File: config.mk
export PLATFORM = sky130hd
export DESIGN_NAME = router_fifo_pkt_p_flat
export DESIGN_NICKNAME = d
export VERILOG_FILES = /design/src/rtl/router_fifo_pkt_p_if.sv /design/src/rtl/router_fifo_pkt_p.sv /design/src/flat_wrapper.sv
export SDC_FILE = /design/constraint.sdc
export NUM_CORES = 1
export LEC_CHECK = 0
export ABC_AREA = 1
export CAP_MARGIN = 20
export CORE_MARGIN = 10
export CORE_UTILIZATION = 57
export DETAILED_ROUTE_END_ITERATION = 10
export MAX_ROUTING_LAYER = met4
export PLACE_DENSITY = 0.76
export REMOVE_ABC_BUFFERS = 1
export SLEW_MARGIN = 20
export SYNTH_ARGS = -nofsm -noshare
export SYNTH_HDL_FRONTEND = slang
export SYNTH_SLANG_ARGS = --single-unit
File: constraint.sdc
create_clock -name clk -period 5.6 [get_ports clk]
set_input_delay 0.84 -clock clk [delete_from_list [all_inputs] [get_ports clk]]
set_output_delay 0.84 -clock clk [all_outputs]
set_load 0.02 [all_outputs]
File: src/rtl/router_fifo_pkt_p_if.sv
// Bus bundle for the packet FIFO: write port, read port, status flags
// and the read-side packet counter exposed for observation.
//
// Handshake: a write is taken on a rising edge when wr_en && !full, and a
// read is taken when rd_en && !empty. Each decision looks only at its own
// port. The word that was read appears on data_out/hdr_out one cycle after
// it is taken. A request that is refused produces a one-cycle ovf or udf
// pulse, also one cycle later.
interface router_fifo_pkt_p_if #(
    parameter int DATA_W = 8,
    parameter int DEPTH  = 16
);
    localparam int LVL_W = $clog2(DEPTH) + 1;
    localparam int CNT_W = (DATA_W - 1 > 8) ? DATA_W - 1 : 8;

    logic              wr_en;
    logic              lfd_state;
    logic [DATA_W-1:0] data_in;
    logic              rd_en;
    logic [DATA_W-1:0] data_out;
    logic              hdr_out;
    logic              full;
    logic              empty;
    logic              almost_full;
    logic [LVL_W-1:0]  fill_level;
    logic              pkt_done;
    logic              ovf;
    logic              udf;
    logic [CNT_W-1:0]  pkt_cnt;

    modport master (
        output wr_en, lfd_state, data_in, rd_en,
        input  data_out, hdr_out, full, empty, almost_full, fill_level,
               pkt_done, ovf, udf, pkt_cnt
    );

    modport slave (
        input  wr_en, lfd_state, data_in, rd_en,
        output data_out, hdr_out, full, empty, almost_full, fill_level,
               pkt_done, ovf, udf, pkt_cnt
    );
endinterface

File: src/rtl/router_fifo_pkt_p.sv
// Packet-aware synchronous FIFO. Each entry stores a header flag together
// with a data word. On the read side a counter follows the packet length
// carried in each header, and pkt_done pulses with the packet's last word.
module router_fifo_pkt_p #(
    parameter int DATA_W    = 8,
    parameter int DEPTH     = 16,
    parameter int AF_THRESH = DEPTH - 2
) (
    input logic               clk,
    input logic               rst,
    input logic               soft_rst,
    router_fifo_pkt_p_if.slave bus
);
    localparam int AW    = $clog2(DEPTH);
    localparam int PW    = AW + 1;
    localparam int CNT_W = (DATA_W - 1 > 8) ? DATA_W - 1 : 8;

    logic [DATA_W:0]   mem [DEPTH];
    logic [PW-1:0]     wp;
    logic [PW-1:0]     rp;
    logic [PW-1:0]     level;
    logic [DATA_W-1:0] dout_q;
    logic              hdr_q;
    logic              done_q;
    logic              ovf_q;
    logic              udf_q;
    logic [CNT_W-1:0]  cnt_q;
    logic              is_full;
    logic              is_empty;
    logic              wr_ok;
    logic              rd_ok;
    logic [DATA_W:0]   rd_word;
    logic [CNT_W-1:0]  hdr_len;

    // The flags come only from the registered pointers. The extra top bit
    // tells a full FIFO apart from an empty one when the addresses match.
    assign is_empty = (wp == rp);
    assign is_full  = (wp[AW-1:0] == rp[AW-1:0]) && (wp[AW] != rp[AW]);
    assign level    = wp - rp;
    assign wr_ok    = bus.wr_en && !is_full;
    assign rd_ok    = bus.rd_en && !is_empty;
    assign rd_word  = mem[rp[AW-1:0]];
    // A header's upper bits give the payload length. Adding one counts the
    // parity word that ends the packet.
    assign hdr_len  = CNT_W'(rd_word[DATA_W-1:2]) + CNT_W'(1);

    assign bus.data_out    = dout_q;
    assign bus.hdr_out     = hdr_q;
    assign bus.full        = is_full;
    assign bus.empty       = is_empty;
    assign bus.fill_level  = level;
    assign bus.almost_full = (level >= PW'(AF_THRESH));
    assign bus.pkt_done    = done_q;
    assign bus.ovf         = ovf_q;
    assign bus.udf         = udf_q;
    assign bus.pkt_cnt     = cnt_q;

    // Storage array: written only on accepted writes. A flush leaves the
    // contents in place.
    always_ff @(posedge clk) begin
        if (wr_ok && !soft_rst) begin
            mem[wp[AW-1:0]] <= {bus.lfd_state, bus.data_in};
        end
    end

    // Write pointer: advances on each accepted write, cleared by either reset.
    always_ff @(posedge clk or posedge rst) begin
        if (rst) begin
            wp <= '0;
        end else if (soft_rst) begin
            wp <= '0;
        end else if (wr_ok) begin
            wp <= wp + PW'(1);
        end
    end

    // Read side: read pointer, registered output word, packet counter and
    // the one-cycle event pulses.
    always_ff @(posedge clk or posedge rst) begin
        if (rst) begin
            rp     <= '0;
            dout_q <= '0;
            hdr_q  <= 1'b0;
            done_q <= 1'b0;
            ovf_q  <= 1'b0;
            udf_q  <= 1'b0;
            cnt_q  <= '0;
        end else if (soft_rst) begin
            rp     <= '0;
            dout_q <= '0;
            hdr_q  <= 1'b0;
            done_q <= 1'b0;
            ovf_q  <= 1'b0;
            udf_q  <= 1'b0;
            cnt_q  <= '0;
        end else begin
            ovf_q  <= bus.wr_en && is_full;
            udf_q  <= bus.rd_en && is_empty;
            done_q <= 1'b0;
            if (rd_ok) begin
                rp     <= rp + PW'(1);
                dout_q <= rd_word[DATA_W-1:0];
                hdr_q  <= rd_word[DATA_W];
                if (rd_word[DATA_W]) begin
                    // A new header restarts the count. Any unfinished
                    // packet is dropped without a pkt_done.
                    cnt_q <= hdr_len;
                end else if (cnt_q != '0) begin
                    cnt_q  <= cnt_q - CNT_W'(1);
                    done_q <= (cnt_q == CNT_W'(1));
                end
            end
        end
    end
endmodule

File: src/flat_wrapper.sv
// flat-port wrapper written by rule: the top's interface ports become plain ports
module router_fifo_pkt_p_flat 
#(
    parameter int DATA_W    = 8,
    parameter int DEPTH     = 16,
    parameter int AF_THRESH = DEPTH - 2
)
  (clk, rst, soft_rst, bus_wr_en, bus_lfd_state, bus_data_in, bus_rd_en, bus_data_out, bus_hdr_out, bus_full, bus_empty, bus_almost_full, bus_fill_level, bus_pkt_done, bus_ovf, bus_udf, bus_pkt_cnt);
  router_fifo_pkt_p_if #(.DATA_W(DATA_W), .DEPTH(DEPTH)) bus_i ();
  input logic clk;
  input logic rst;
  input logic soft_rst;
  input wire logic [$bits(bus_i.wr_en)-1:0] bus_wr_en;
  input wire logic [$bits(bus_i.lfd_state)-1:0] bus_lfd_state;
  input wire logic [$bits(bus_i.data_in)-1:0] bus_data_in;
  input wire logic [$bits(bus_i.rd_en)-1:0] bus_rd_en;
  output wire logic [$bits(bus_i.data_out)-1:0] bus_data_out;
  output wire logic [$bits(bus_i.hdr_out)-1:0] bus_hdr_out;
  output wire logic [$bits(bus_i.full)-1:0] bus_full;
  output wire logic [$bits(bus_i.empty)-1:0] bus_empty;
  output wire logic [$bits(bus_i.almost_full)-1:0] bus_almost_full;
  output wire logic [$bits(bus_i.fill_level)-1:0] bus_fill_level;
  output wire logic [$bits(bus_i.pkt_done)-1:0] bus_pkt_done;
  output wire logic [$bits(bus_i.ovf)-1:0] bus_ovf;
  output wire logic [$bits(bus_i.udf)-1:0] bus_udf;
  output wire logic [$bits(bus_i.pkt_cnt)-1:0] bus_pkt_cnt;
  assign bus_i.wr_en = bus_wr_en;
  assign bus_i.lfd_state = bus_lfd_state;
  assign bus_i.data_in = bus_data_in;
  assign bus_i.rd_en = bus_rd_en;
  assign bus_data_out = bus_i.data_out;
  assign bus_hdr_out = bus_i.hdr_out;
  assign bus_full = bus_i.full;
  assign bus_empty = bus_i.empty;
  assign bus_almost_full = bus_i.almost_full;
  assign bus_fill_level = bus_i.fill_level;
  assign bus_pkt_done = bus_i.pkt_done;
  assign bus_ovf = bus_i.ovf;
  assign bus_udf = bus_i.udf;
  assign bus_pkt_cnt = bus_i.pkt_cnt;
  router_fifo_pkt_p #(.DATA_W(DATA_W), .DEPTH(DEPTH), .AF_THRESH(AF_THRESH)) u_core (.clk(clk), .rst(rst), .soft_rst(soft_rst), .bus(bus_i));
endmodule
; Yosys cells after proc, flatten, opt, wreduce, memory -nomap -nowiden
; Memory sizes are Yosys's and may differ from the RTL's.
; Index checks and enable logic that the tools add are counted.
[word_totals]
reg_bits = 30
ram_bits = 144
in_bits = 14
out_inout_bits = 28
word_cells = 53
mem_count = 1
[memory_table]
columns = memory, words, width, read_ports, rd_ports_with_merged_regs, write_ports, line_no
row1 = u_core.mem, 16, 9, 1, 0, 1, router_fifo_pkt_p.sv:18  ; logic [DATA_W:0] mem [DEPTH];
[classes]
addsub = 5
magnitude_cmp = 1
n_eq_ne = 4
muxes = 20
reduce_logical = 14
[ops]
columns = op, count
row1 = $mux 8, 6
row2 = $mux 5, 4
row3 = $add 5x1->5 const B, 2
row4 = $mux 1, 10
row5 = $eq 8x1->1 const B, 1
row6 = $reduce_bool 8->1, 1
row7 = $sub 8x1->8 const B, 1
row8 = $add 6x1->7 const B, 1
row9 = $logic_and 1x1->1, 6
row10 = $eq 5x5->1, 1
row11 = $ge 5x4->1 const B, 1
row12 = $sub 5x5->5, 1
row13 = $eq 4x4->1, 1
row14 = $reduce_bool 2->1, 2
row15 = $logic_not 1->1, 3
row16 = $reduce_bool 3->1, 1
row17 = $reduce_and 2->1, 1
row18 = $ne 1x1->1, 1

; Longest topological paths before layout
[depth]
ltp_word = 7
depth_mapped = 17

; Least setup slack after synthesis
; OpenSTA, ideal clock, no wires.
[synth_path]
path_type = reg-to-output
from = reg u_core.rp[1]
to = out bus_almost_full
arrival_time_ns = 2.272
required_ns = 4.760
setup_slack_ns = 2.488
path_stages_with_launch = 9
path_buffers = 3
cell_sequence = dfrtp_1 > buf_4 > inv_2 > buf_2 > buf_2 > fa_1 > xor2_1 > nand2_1 > o21ai_0
[synth_via]
elab_chain_len = 2
[synth_rtl]
columns = element, line_no
row1 = from (decl), router_fifo_pkt_p.sv:20  ; logic [PW-1:0] rp;
row2 = from (signal assigned), router_fifo_pkt_p.sv:101  ; rp <= rp + PW'(1);
row3 = $sub 5x5->5, router_fifo_pkt_p.sv:39  ; assign level = wp - rp;
row4 = net bus_fill_level[2], flat_wrapper.sv:22  ; output wire logic [$bits(bus_i.fill_level)-1:0] bus_fill_level;
row5 = $ge 5x4->1, router_fifo_pkt_p.sv:52  ; assign bus.almost_full = (level >= PW'(AF_THRESH));
row6 = to (decl), flat_wrapper.sv:21  ; output wire logic [$bits(bus_i.almost_full)-1:0] bus_almost_full;
; The timed path passes the listed nets, and every way through them passes these cells.

; Worst setup path after layout
[layout_path]
from = reg u_core.rp[2]
to = out bus_almost_full
[layout_via]
elab_chain_len = 2
[layout_rtl]
columns = element, line_no
row1 = $sub 5x5->5, router_fifo_pkt_p.sv:39
row2 = $ge 5x4->1, router_fifo_pkt_p.sv:52
; Every way passes these cells.

==> Flow_metrics.wiki <==
{| class="wikitable"
! Metric !! Value
|-
| Dominant combinational cell family by area after synthesis || simple AND/OR/NAND/NOR gates
|-
| Library cell with the largest summed area after synthesis || sky130_fd_sc_hd__edfxtp_1
|-
| Placeable Area || 13800 um^2
|-
| Number of enable-type register cells in the synthesized netlist || 144
|-
| Cell-internal power || 2.47 mW
|-
| Layout Area Growth over Synthesis || 13.3%
|-
| DRT antenna net count || 0
|-
| Via total after detailed routing || 5638
|-
| Synthesized instance count || 758
|-
| Total power divided by cell area || 384 nW/um^2
|-
| Via count of the first global-routing pass || 5499
|-
| Global-route total usage across every layer || 21.4%
|-
| Highest clock frequency the design can meet || 266 MHz
|-
| Pin count of the biggest net entering global routing || 76
|-
| Worst-case vdd ir drop || 279 uV
|-
| Wire length of the first global-routing pass || 29.5 mm
|-
| Die W || 138 um
|-
| Outcome || finished, final reports clean
|-
| Sum of routed wire length over all layers || 19.0 mm
|-
| Seq cells post-synth || 174
|-
| HP Start || u_core.wp[4]$_DFFE_PP0P_
|-
| Cell Chain, Critical Path || inv_1 -> ha_1 -> inv_1 -> nor2_1 -> nor2_1 -> xor2_1 -> o21ai_0 -> clkdlybuf4s50_1
|-
| TritonCTS Buffers || 17
|-
| HPWL after DPL || 12.5 mm
|-
| Post-Syn Area || 7930 um^2
|-
| Final number of hold-violating endpoints || 0
|-
| Total design power || 3.45 mW
|-
| RSZ-0062 raised after global routing || false
|-
| Htree depth || 4
|-
| Netlist cell types || 39
|-
| Sequential fraction of design power || 42.8%
|-
| Count of maximum capacitance violations || 0
|-
| Total number of nets in the final design || 820
|-
| Sw Share || 28.3%
|-
| Initial core utilization || 57.6%
|-
| Required time of the critical path || 4.76 ns
|-
| GP Congestion || 0.996
|-
| Initial antenna violation count || 0
|-
| DRC violation total after the first TritonRoute iteration || 693
|-
| Area share of the largest cell type after synthesis || 54.5%
|-
| Parity-gate share of the synthesized area counting xor and xnor cells || 0.994%
|-
| Share of post-route cells with drive strength above 1 || 7.72%
|-
| Slowest Stage Delay on Critical Path || 0.63 ns
|-
| FFs w/ async S/R, synth || 17.2%
|-
| Top Family by Delay on Critical Path || buffers and inverters
|-
| Clock tree from TritonCTS || done
|-
| Vertical die dimension || 138 um
|-
| Mean routed wirelength per cell || 19.3 um
|-
| Startpoint of the most critical register-to-register path || u_core.rp[0]$_DFFE_PP0P_
|-
| Maximum fanout along the worst path || 13
|-
| Worst setup startpoint || u_core.rp[2]$_DFFE_PP0P_
|-
| Share of power burned in combinational logic || 20.9%
|-
| Post-synth top cells || sky130_fd_sc_hd__nand2_1 (193), sky130_fd_sc_hd__edfxtp_1 (144), sky130_fd_sc_hd__nor2_1 (78)
|-
| Static Leakage || 3.63 nW
|-
| DRC violation count after routing || 0
|-
| Top cells by area, synth || sky130_fd_sc_hd__edfxtp_1 (55%), sky130_fd_sc_hd__dfrtp_1 (9.5%), sky130_fd_sc_hd__nand2_1 (9.1%)
|-
| Setup fix buffers added after clock tree synthesis || 0
|-
| Slew at the pin closest to its max-slew limit || 0.951 ns
|-
| 1st-pass router iterations || 5
|-
| Type of the tightest min-delay check || reg -> reg
|-
| Startpoint type of the worst setup path || register
|-
| Number of inserted diodes || 0
|-
| Top Ports || 42
|-
| CP max stage cell || sky130_fd_sc_hd__clkdlybuf4s50_1
|-
| Post-Syn Area per Cell || 10.5 um^2
|-
| Switching power || 976 uW
|-
| Number of standard-cell rows in the floorplan || 43
|-
| Clk root buf || sky130_fd_sc_hd__clkbuf_16
|-
| Most frequently used flop master after synthesis || sky130_fd_sc_hd__edfxtp_1
|-
| Clock transition at the register clock pins on the worst setup and hold paths after CTS || 0.06 ns
|-
| Adder-cell area share of the yosys netlist || 2.30%
|-
| Total global routing overflow || 0
|-
| Clock insertion delay at the later pin of the skew report || 0.43 ns
|-
| Multiplexer share of the synthesized area || 0%
|-
| Number of buffers on the longest clock path || 2
|-
| Compound-gate portion of the synthesized area || 6.22%
|-
| Worst endpoint data arrival time || 2.92 ns
|-
| Slew margin rel. || 36.5%
|-
| CTS Sinks || 174
|-
| WS Path Type || reg -> out
|-
| Post-CTS Hold Fix Bufs || 0
|-
| Clock network fraction of total power || 36.3%
|-
| Part of the cycle the worst path needs || 67.2%
|-
| Total die area || 19000 um^2
|-
| Average vias per placed instance || 5.74
|-
| Count of yosys warnings during synthesis || 0
|-
| Basic-gate share of the synthesized area counting and, or, nand and nor cells || 19.6%
|-
| Sequential cell area fraction in the yosys report || 64.0%
|-
| Minimum period implied by the final worst setup slack || 3.76 ns
|-
| Fill cell total of the finished layout || 1052
|-
| Resize count post-CTS || 0
|-
| Critical path buffers and inverters || 3
|-
| Count of final setup violators || 0
|-
| TNS Setup || 0 ns
|-
| # port buffers || 41
|-
| Final Max Slew Viols || 0
|-
| Clock skew || 0.00944 ns
|-
| Capturing element type of the critical path || output pin
|-
| Most numerous cell in the Yosys netlist || sky130_fd_sc_hd__nand2_1
|}
-- per-layer routing --
| layer | share of wire [%] | GRT usage (%) | up-vias |
|---|---|---|---|
| li1 | - | - | 2603 |
| met1 | 39 | 26.2 | 2703 |
| met2 | 50 | 34.0 | 278 |
| met3 | 8.0 | 4.71 | 54 |
| met4 | 3.1 | 8.40 | 0 |
| met5 | 0 | - | - |
-- placed cells by master, fill, tap and decap left out, types with 3 or more instances in the layout --
cell type,count
sky130_fd_sc_hd__a21oi_1,5
sky130_fd_sc_hd__a21oi_2,3
sky130_fd_sc_hd__buf_4,3
sky130_fd_sc_hd__bufinv_16,5
sky130_fd_sc_hd__clkbuf_16,17
sky130_fd_sc_hd__clkdlybuf4s50_1,41
sky130_fd_sc_hd__clkinv_1,4
sky130_fd_sc_hd__dfrtp_1,29
sky130_fd_sc_hd__edfxtp_1,144
sky130_fd_sc_hd__ha_1,13
sky130_fd_sc_hd__inv_1,73
sky130_fd_sc_hd__inv_2,7
sky130_fd_sc_hd__nand2_1,193
sky130_fd_sc_hd__nand2_4,5
sky130_fd_sc_hd__nand3_1,60
sky130_fd_sc_hd__nand4_1,3
sky130_fd_sc_hd__nor2_1,78
sky130_fd_sc_hd__nor2_2,5
sky130_fd_sc_hd__nor3_1,8
sky130_fd_sc_hd__o21ai_0,43
sky130_fd_sc_hd__o21ai_1,16
sky130_fd_sc_hd__o221ai_1,4
sky130_fd_sc_hd__o22ai_1,9
sky130_fd_sc_hd__xor2_1,7
-- logic make-up (layout without fill, tap and decap cells) --
family / count (synthesis) / in the layout
adders and majority gates: 14 / 14
buffers and inverters: 113 / 158
DFF: 174 / 174
xor gates and xnor gates: 9 / 9
and+or+nand+nor: 362 / 362
AOI/OAI and AO/OA: 86 / 86
-- worst paths after layout --
check	endpoint	slack, ns	depth (start not counted)
max reg2reg	u_core.bus.pkt_cnt[5]$_DFFE_PP0P_	1.99	11
max	bus_almost_full	1.84	8
min in group asynchronous	u_core.wp[4]$_DFFE_PP0P_	0.81	3
min reg2reg	u_core.wp[4]$_DFFE_PP0P_	0.50	1
min	u_core.wp[4]$_DFFE_PP0P_	0.50	1
max in group asynchronous	u_core.rp[0]$_DFFE_PP0P_	4.48	3
-- state kept, by name (all words and copies together), names as in the netlist --
name                 flops
u_core.bus.ovf           1
u_core.bus.hdr_out       1
u_core.bus.pkt_cnt       8
u_core.wp                5
u_core.bus.data_out      8
u_core.mem             144
u_core.bus.pkt_done      1
u_core.rp                5
u_core.bus.udf           1
-- final cells by class --
| type | count | area, um^2 | share of cell area (%) |
|---|---|---|---|
| flip-flops and latches | 174 | 5080 | 56.5 |
| clock buffers | 18 | 429 | 4.78 |
| repair buffers | 44 | 433 | 4.82 |
| clock inverters | 12 | 195 | 2.17 |
| inverters | 84 | 319 | 3.55 |
| well taps | 180 | 225 | 2.51 |
| multi-input cells | 471 | 2310 | 25.7 |
-- worst reg2reg max path: stages, from the launching register on --
cell                       delay, ns
sky130_fd_sc_hd__dfrtp_2        0.38
sky130_fd_sc_hd__buf_4          0.60
sky130_fd_sc_hd__clkinv_2       1.00
sky130_fd_sc_hd__o21ai_0        0.51
sky130_fd_sc_hd__o22ai_1        0.15
sky130_fd_sc_hd__nand2_1        0.12
sky130_fd_sc_hd__nand2_1        0.11
sky130_fd_sc_hd__nor2_2         0.22
sky130_fd_sc_hd__o21bai_1       0.15
sky130_fd_sc_hd__nand3_1        0.12
sky130_fd_sc_hd__nand2_1        0.08
sky130_fd_sc_hd__nand2_1        0.06
-- power by group through the flow --
stage,clock network [mW],registers [mW],logic (mW)
final,1.25,1.48,0.721
after global routing,1.32,1.48,0.793
after CTS,1.26,1.48,0.717
after detailed placement,0,1.50,0.710
after global placement,0,1.50,0.694
after floorplan,0,1.55,0.404
-- per-stage QoR --
step | worst slack (ns) | std cells | hold slack (ns) | cell area (um^2) | utilization [%]
after global placement | 2.32 | 953 | 0.482 | 8360 | 60.7
after floorplan | 1.64 | 729 | 0.458 | 7700 | -
after global routing | 1.69 | 983 | 0.538 | 8980 | 65.2
after CTS | 1.85 | 983 | 0.497 | 8980 | 65.2
after detailed placement | 2.10 | 953 | 0.488 | 8360 | 60.7
final | 1.84 | 983 | 0.498 | 8980 | 65.2
(Power assumes the default switching activity.)
